===== config.mk =====
export PLATFORM = sky130hd
export DESIGN_NAME = fp_mult_arbiter_flat
export DESIGN_NICKNAME = d
export VERILOG_FILES = /design/src/rtl/fp_mult_arbiter_if.sv /design/src/rtl/fp_mult_arbiter.sv /design/src/flat_wrapper.sv
export SDC_FILE = /design/constraint.sdc
export NUM_CORES = 1
export LEC_CHECK = 0
export ABC_AREA = 1
export ABC_CLOCK_PERIOD_IN_PS = 7800
export BUFFER_PORTS_ARGS = -buffer_cell sky130_fd_sc_hd__buf_4
export CORE_AREA = 2 2 158 160
export CTS_CLUSTER_DIAMETER = 80
export DETAILED_ROUTE_END_ITERATION = 16
export DIE_AREA = 0 0 160 162
export SLEW_MARGIN = 20
export SYNTH_ARGS = -nofsm -noshare
export SYNTH_HDL_FRONTEND = slang
export SYNTH_SLANG_ARGS = --single-unit

===== constraint.sdc =====
create_clock -name clk -period 7.8 [get_ports clk]
set_clock_uncertainty 0.05 [all_clocks]
set_input_delay 0.39 -clock clk [delete_from_list [all_inputs] [get_ports clk]]
set_output_delay 0.39 -clock clk [all_outputs]
set_load 0.05 [all_outputs]

===== src/rtl/fp_mult_arbiter_if.sv =====
// Handshake bundle between the requesters, the shared FP32 multiplier and fp_mult_arbiter.
// The arbiter connects through the slave modport; the requester/multiplier side uses master.
interface fp_mult_arbiter_if #(
  parameter int N_REQ = 4
);
  logic [N_REQ-1:0]    req_valid;
  logic [N_REQ-1:0]    req_last;
  logic [32*N_REQ-1:0] req_a;
  logic [32*N_REQ-1:0] req_b;
  logic [N_REQ-1:0]    req_ready;
  logic                mult_valid_in;
  logic [31:0]         mult_a;
  logic [31:0]         mult_b;
  logic                mult_valid_out;
  logic [31:0]         mult_out;
  logic [N_REQ-1:0]    rsp_valid;
  logic [31:0]         rsp_data;
  logic                tag_err;

  modport slave (
    input  req_valid, req_last, req_a, req_b, mult_valid_out, mult_out,
    output req_ready, mult_valid_in, mult_a, mult_b, rsp_valid, rsp_data, tag_err
  );

  modport master (
    output req_valid, req_last, req_a, req_b, mult_valid_out, mult_out,
    input  req_ready, mult_valid_in, mult_a, mult_b, rsp_valid, rsp_data, tag_err
  );
endinterface


===== src/rtl/fp_mult_arbiter.sv =====
// Round-robin arbiter with burst lock sharing one FP32 multiplier; a tag pipeline steers products back.
// Optional per-requester accepted-beat counters are built when FP_ARB_PERF_CNT_EN is defined.
module fp_mult_arbiter #(
  parameter int N_REQ    = 4,
  parameter int MULT_LAT = 1
) (
  input  logic                clk,
  input  logic                resetn,
  fp_mult_arbiter_if.slave    bus
`ifdef FP_ARB_PERF_CNT_EN
  ,
  input  logic                perf_clr,
  output logic [32*N_REQ-1:0] perf_cnt
`endif
);

  // state | meaning
  // IDLE  | round-robin search from ptr, single beats move ptr past the winner
  // LOCK  | only owner may issue until its req_last beat; bubbles issue nothing

  localparam int IW = $clog2(N_REQ);

  typedef enum logic {
    IDLE = 1'b0,
    LOCK = 1'b1
  } state_t;

  state_t           state_q, state_d;
  logic [IW-1:0]    ptr_q, ptr_d;
  logic [IW-1:0]    owner_q, owner_d;
  logic [IW-1:0]    gnt_idx;
  logic [IW-1:0]    cand;
  logic             gnt_found;
  logic             gnt_last;
  logic             accept;
  logic [N_REQ-1:0] ready;
  logic [IW-1:0]    issue_idx_q;

  logic [MULT_LAT-1:0] tag_v_q;
  logic [IW-1:0]       tag_idx_q [MULT_LAT];
  logic                tag_v_last;
  logic [IW-1:0]       tag_idx_last;
  logic [N_REQ-1:0]    rsp;

  function automatic logic [IW-1:0] wrap_inc(input logic [IW-1:0] v);
    if (int'(v) == N_REQ - 1) return '0;
    return v + IW'(1);
  endfunction

  // Grant search: the owner alone while locked, otherwise first valid from ptr upward.
  always_comb begin
    gnt_found = 1'b0;
    gnt_idx   = '0;
    cand      = '0;
    if (state_q == LOCK) begin
      gnt_found = bus.req_valid[owner_q];
      gnt_idx   = owner_q;
    end else begin
      for (int k = 0; k < N_REQ; k++) begin
        cand = IW'((int'(ptr_q) + k) % N_REQ);
        if (!gnt_found && bus.req_valid[cand]) begin
          gnt_found = 1'b1;
          gnt_idx   = cand;
        end
      end
    end
  end

  always_comb begin
    ready = '0;
    if (gnt_found && resetn) ready[gnt_idx] = 1'b1;
  end

  assign bus.req_ready = ready;
  assign accept        = |ready;
  assign gnt_last      = bus.req_last[gnt_idx];

  always_ff @(posedge clk or negedge resetn) begin
    if (!resetn) begin
      state_q <= IDLE;
      ptr_q   <= '0;
      owner_q <= '0;
    end else begin
      state_q <= state_d;
      ptr_q   <= ptr_d;
      owner_q <= owner_d;
    end
  end

  always_comb begin
    state_d = state_q;
    ptr_d   = ptr_q;
    owner_d = owner_q;
    case (state_q)
      IDLE: begin
        if (accept) begin
          if (gnt_last) begin
            ptr_d = wrap_inc(gnt_idx);
          end else begin
            owner_d = gnt_idx;
            state_d = LOCK;
          end
        end
      end
      LOCK: begin
        if (accept && gnt_last) begin
          state_d = IDLE;
          ptr_d   = wrap_inc(owner_q);
        end
      end
      default: state_d = IDLE;
    endcase
  end

  // Issue register; operands hold between issues so the multiplier inputs stay quiet.
  always_ff @(posedge clk or negedge resetn) begin
    if (!resetn) begin
      bus.mult_valid_in <= 1'b0;
      bus.mult_a        <= '0;
      bus.mult_b        <= '0;
      issue_idx_q       <= '0;
    end else begin
      bus.mult_valid_in <= accept;
      if (accept) begin
        bus.mult_a  <= bus.req_a[32*gnt_idx +: 32];
        bus.mult_b  <= bus.req_b[32*gnt_idx +: 32];
        issue_idx_q <= gnt_idx;
      end
    end
  end

  // Tag stage 0 follows the issue register, so the last stage lines up with mult_valid_out.
  always_ff @(posedge clk or negedge resetn) begin
    if (!resetn) begin
      tag_v_q <= '0;
      for (int s = 0; s < MULT_LAT; s++) tag_idx_q[s] <= '0;
    end else begin
      tag_v_q[0]   <= bus.mult_valid_in;
      tag_idx_q[0] <= issue_idx_q;
      for (int s = 1; s < MULT_LAT; s++) begin
        tag_v_q[s]   <= tag_v_q[s-1];
        tag_idx_q[s] <= tag_idx_q[s-1];
      end
    end
  end

  assign tag_v_last   = tag_v_q[MULT_LAT-1];
  assign tag_idx_last = tag_idx_q[MULT_LAT-1];

  always_comb begin
    rsp = '0;
    if (bus.mult_valid_out && tag_v_last) rsp[tag_idx_last] = 1'b1;
  end

  assign bus.rsp_valid = rsp;
  assign bus.rsp_data  = bus.mult_out;

  always_ff @(posedge clk or negedge resetn) begin
    if (!resetn) begin
      bus.tag_err <= 1'b0;
    end else if (bus.mult_valid_out != tag_v_last) begin
      bus.tag_err <= 1'b1;
    end
  end

`ifdef FP_ARB_PERF_CNT_EN
  logic [31:0] cnt_q [N_REQ];

  // Clear wins over a same-cycle increment; counters stick at all-ones.
  always_ff @(posedge clk or negedge resetn) begin
    if (!resetn) begin
      for (int i = 0; i < N_REQ; i++) cnt_q[i] <= '0;
    end else begin
      for (int i = 0; i < N_REQ; i++) begin
        if (perf_clr) begin
          cnt_q[i] <= '0;
        end else if (ready[i] && (cnt_q[i] != 32'hFFFF_FFFF)) begin
          cnt_q[i] <= cnt_q[i] + 32'd1;
        end
      end
    end
  end

  for (genvar gi = 0; gi < N_REQ; gi++) begin : g_perf
    assign perf_cnt[32*gi +: 32] = cnt_q[gi];
  end
`endif

endmodule


===== src/flat_wrapper.sv =====
// flat-port wrapper written by rule: the top's interface ports become plain ports
module fp_mult_arbiter_flat 
#(
  parameter int N_REQ    = 4,
  parameter int MULT_LAT = 1
)
  (clk, resetn, bus_req_valid, bus_req_last, bus_req_a, bus_req_b, bus_mult_valid_out, bus_mult_out, bus_req_ready, bus_mult_valid_in, bus_mult_a, bus_mult_b, bus_rsp_valid, bus_rsp_data, bus_tag_err);
  fp_mult_arbiter_if #(.N_REQ(N_REQ)) bus_i ();
  input  logic clk;
  input  logic resetn;
  input wire logic [$bits(bus_i.req_valid)-1:0] bus_req_valid;
  input wire logic [$bits(bus_i.req_last)-1:0] bus_req_last;
  input wire logic [$bits(bus_i.req_a)-1:0] bus_req_a;
  input wire logic [$bits(bus_i.req_b)-1:0] bus_req_b;
  input wire logic [$bits(bus_i.mult_valid_out)-1:0] bus_mult_valid_out;
  input wire logic [$bits(bus_i.mult_out)-1:0] bus_mult_out;
  output wire logic [$bits(bus_i.req_ready)-1:0] bus_req_ready;
  output wire logic [$bits(bus_i.mult_valid_in)-1:0] bus_mult_valid_in;
  output wire logic [$bits(bus_i.mult_a)-1:0] bus_mult_a;
  output wire logic [$bits(bus_i.mult_b)-1:0] bus_mult_b;
  output wire logic [$bits(bus_i.rsp_valid)-1:0] bus_rsp_valid;
  output wire logic [$bits(bus_i.rsp_data)-1:0] bus_rsp_data;
  output wire logic [$bits(bus_i.tag_err)-1:0] bus_tag_err;
  assign bus_i.req_valid = bus_req_valid;
  assign bus_i.req_last = bus_req_last;
  assign bus_i.req_a = bus_req_a;
  assign bus_i.req_b = bus_req_b;
  assign bus_i.mult_valid_out = bus_mult_valid_out;
  assign bus_i.mult_out = bus_mult_out;
  assign bus_req_ready = bus_i.req_ready;
  assign bus_mult_valid_in = bus_i.mult_valid_in;
  assign bus_mult_a = bus_i.mult_a;
  assign bus_mult_b = bus_i.mult_b;
  assign bus_rsp_valid = bus_i.rsp_valid;
  assign bus_rsp_data = bus_i.rsp_data;
  assign bus_tag_err = bus_i.tag_err;
  fp_mult_arbiter #(.N_REQ(N_REQ), .MULT_LAT(MULT_LAT)) u_core (.clk(clk), .resetn(resetn), .bus(bus_i));
endmodule

==> results_dict.tcl <==
set metrics [dict create \
    syn2layout_area_growth_pct 49.9 \
    cts.root.buffer_cell "clkbuf_16" \
    synth_fp_nets 1214 \
    die_height_microns 162 \
    worst_ep_required_time_ns 7.97 \
    layout.cells.most_common "nand2_1" \
    finalWeightedCongestion 0.851 \
    vias 6594 \
    clk-insertion-delay-late_ns 0.34 \
    hold_path_depth 3 \
    mappedNetlistArea_sq_um 5580 \
    drv_cap 0 \
    critical_path.max_fanout 87 \
    netlist_instances 912 \
    total_power_after_layout_mw 4.46 \
    worst_ep_arrival_time_ns 5.10 \
    cts_htree_levels 3 \
    yosys_warnings 0 \
    synth.largest_area_cell "dfrtp_1" \
    numClockSinks 76 \
    final_layout_size_suffix_gt1_share_pct 31.9 \
    final.hold.worst_slack_ns 0.304 \
    drt-wirelength-per-cell_microns 14.5 \
    power_per_cell_area_nw_per_um2 533 \
    timing.final.crit_period_ns 4.93 \
    critical_path.startpoint_type "flop" \
    postLayoutSetupSlackWorst_ns 2.87 \
    final.setup.tns_ns 0 \
    die-area_sq_um 25900 \
    grt_overflow_total 0 \
    report.final.slew_viol_count 0 \
    drc 0 \
    detailedPlacementHpwl_microns 15800 \
    maxSlewHeadroom_pct 36.2 \
    core_area_sq_um 24100 \
    die_width_microns 160 \
    cts_inserted_buffers 9 \
    critPathKind "flop to flop" \
    worst_r2r_path_depth 21 \
    worstHoldStart "bus_mult_valid_out" \
    clock_path_buffers 2 \
    core.rowCount 57 \
    r2r_slack_ns 2.87 \
    grt_antenna_before_repair 1 \
    grt_start_max_net_pins 88 \
    max_freq_mhz 203 \
    synth_top_area_share_pct 34.1 \
    final_cell_mix "nand2_1, buf_4, o21ai_1" \
    initial_utilization_pct 23.1 \
    synth_seq_area_share_pct 34.1 \
    hold-path-endpoint "u_core.bus.tag_err" \
    hold_path.class "input pin to flop" \
    postCtsResizedCells 0 \
    clk_pin_slew_worst_paths_ns 0.06 \
    first_global_vias 6659 \
    max_slew.worst_pin.slew_ns 0.953 \
    first_pass_iters 5 \
    worstReg2RegEnd "u_core.owner_q[0]" \
    grt_first_pass_wirelength_microns 34400 \
    setup_viol 0 \
    io_pins 405 \
    setup_repair_after_global_routing_missed_its_margin "no" \
    synth-seq-cells 76 \
    postRouteAntennaNets 0 \
    drt-total-wl_microns 21900 \
    period_share_pct 63.2 \
    port-buffer-count 340 \
    cellLeakagePower_nw 4.65 \
    drt_iter0_markers 320 \
    netlist_top_cells_area "dfrtp_1, nand2_1, o21ai_1, buf_4, nor2_1" \
    timing_hold_violations_final 0 \
    worstSetupEndpointType "flop" \
    place_ws_ns 2.83 \
    netlist-cell-type-count 27 \
    outcome "finished clean" \
    layout.nets 1487 \
    tritoncts_clock_tree "done" \
    viasPerCell 4.36 \
    vdd_ir_max_v 0.000344 \
    crit-reg2reg-launch "u_core.ptr_q[0]" \
    avgSynthCellArea_sq_um 6.12 \
    global_route.usage.total_pct 16.6 \
]
[critical path, cell delays in order (launching register included)]
cell and delay, ns:
dfrtp_1 0.54, inv_2 0.15, nand2_1 0.10, nand2_2 0.07, nand2_1 0.06, nand2_1 0.07, nor2_2 0.14, nand3_1 0.08
nand2_1 0.09, inv_2 0.05, nand2_4 0.07, nand2_4 0.38, inv_4 0.85, ha_1 0.28, inv_1 0.05, nand3_1 0.15
nor2_2 0.07, nor2_4 0.64, buf_4 0.50, nand4_1 0.17, nand2_1 0.10, nand2_1 0.05
[flip-flops by register name, summed over array words and instances (netlist names), named ones only]
name / flops
u_core.ptr_q: 2
u_core.bus.tag_err: 1
u_core.tag_idx_last: 2
u_core.bus.mult_a: 32
u_core.owner_q: 2
u_core.tag_v_last: 1
u_core.bus.mult_b: 32
u_core.issue_idx_q: 2
u_core.bus.mult_valid_in: 1
[repair_timing]
action                                 4_1_cts  5_1_grt
hold buffers                                 1        0
buffers inserted                             0        0
endpoints found under the hold margin       22        0
[metal layers]
layer | routed length, microns | part of all wire [%] | GRT usage [%] | vias up
li1 | - | - | - | 3367
met4 | 419 | 1.9 | 5.00 | 0
met3 | 1500 | 6.9 | 4.44 | 32
met1 | 9360 | 43 | 20.4 | 2955
met5 | 0 | 0 | 0 | -
met2 | 10600 | 48 | 28.6 | 240
[layout make-up]
class	instances	area, sq um
clock buffer	9	225
clock inverter	5	55.1
inverter	41	156
fill	2697	15700
antenna	1	2.50
tap	324	405
sequential	76	1900
multi-input combinational	709	3000
timing repair buffer	348	2620
[stage by stage]
stage / instances / instance area, sq um / util (%)
finish: 1513 / 8360 / 34.7
floorplan: 912 / 5580 / -
global route: 1512 / 8360 / 34.7
global placement: 1497 / 8070 / 33.5
detailed placement: 1497 / 8070 / 33.5
CTS: 1512 / 8360 / 34.7
[synth_stat cells (all sizes together)]
| master | number |
|---|---|
| a21oi | 23 |
| and3 | 1 |
| buf | 74 |
| clkbuf | 12 |
| dfrtp | 76 |
| ha | 3 |
| inv | 41 |
| nand2 | 464 |
| nand3 | 37 |
| nand4 | 3 |
| nor2 | 57 |
| nor3 | 5 |
| o2111ai | 1 |
| o21ai | 113 |
| o21bai | 1 |
| or2 | 1 |
[how the worst max path moves through the flow]
stage	startpoint	to	slack, ns
global route	u_core.ptr_q[0]	u_core.owner_q[0]	2.34
global placement	u_core.ptr_q[0]	u_core.ptr_q[0]	2.89
detailed placement	u_core.ptr_q[0]	u_core.owner_q[0]	2.83
finish	u_core.ptr_q[0]	u_core.owner_q[0]	2.87
floorplan	u_core.ptr_q[0]	bus_req_ready[0]	4.75
CTS	u_core.ptr_q[0]	u_core.owner_q[0]	2.81
[cells by family after synthesis]
kind of cell / Yosys count / share of synthesized area [%]
AOI/OAI and AO/OA: 138 / 12.6
adders and majority gates: 3 / 0.673
buffers and inverters: 127 / 12.5
DFF: 76 / 34.1
and+or+nand+nor: 568 / 40.1
[power by group]
part           switching, mW  total (mW)  internal (mW)  leakage, nW
Clock                  0.174       0.417          0.243        0.133
Combinational           2.35        3.32          0.967         3.57
Sequential             0.122       0.717          0.595        0.948
Total                   2.65        4.46           1.81         4.65
(Power assumes the default switching activity.)
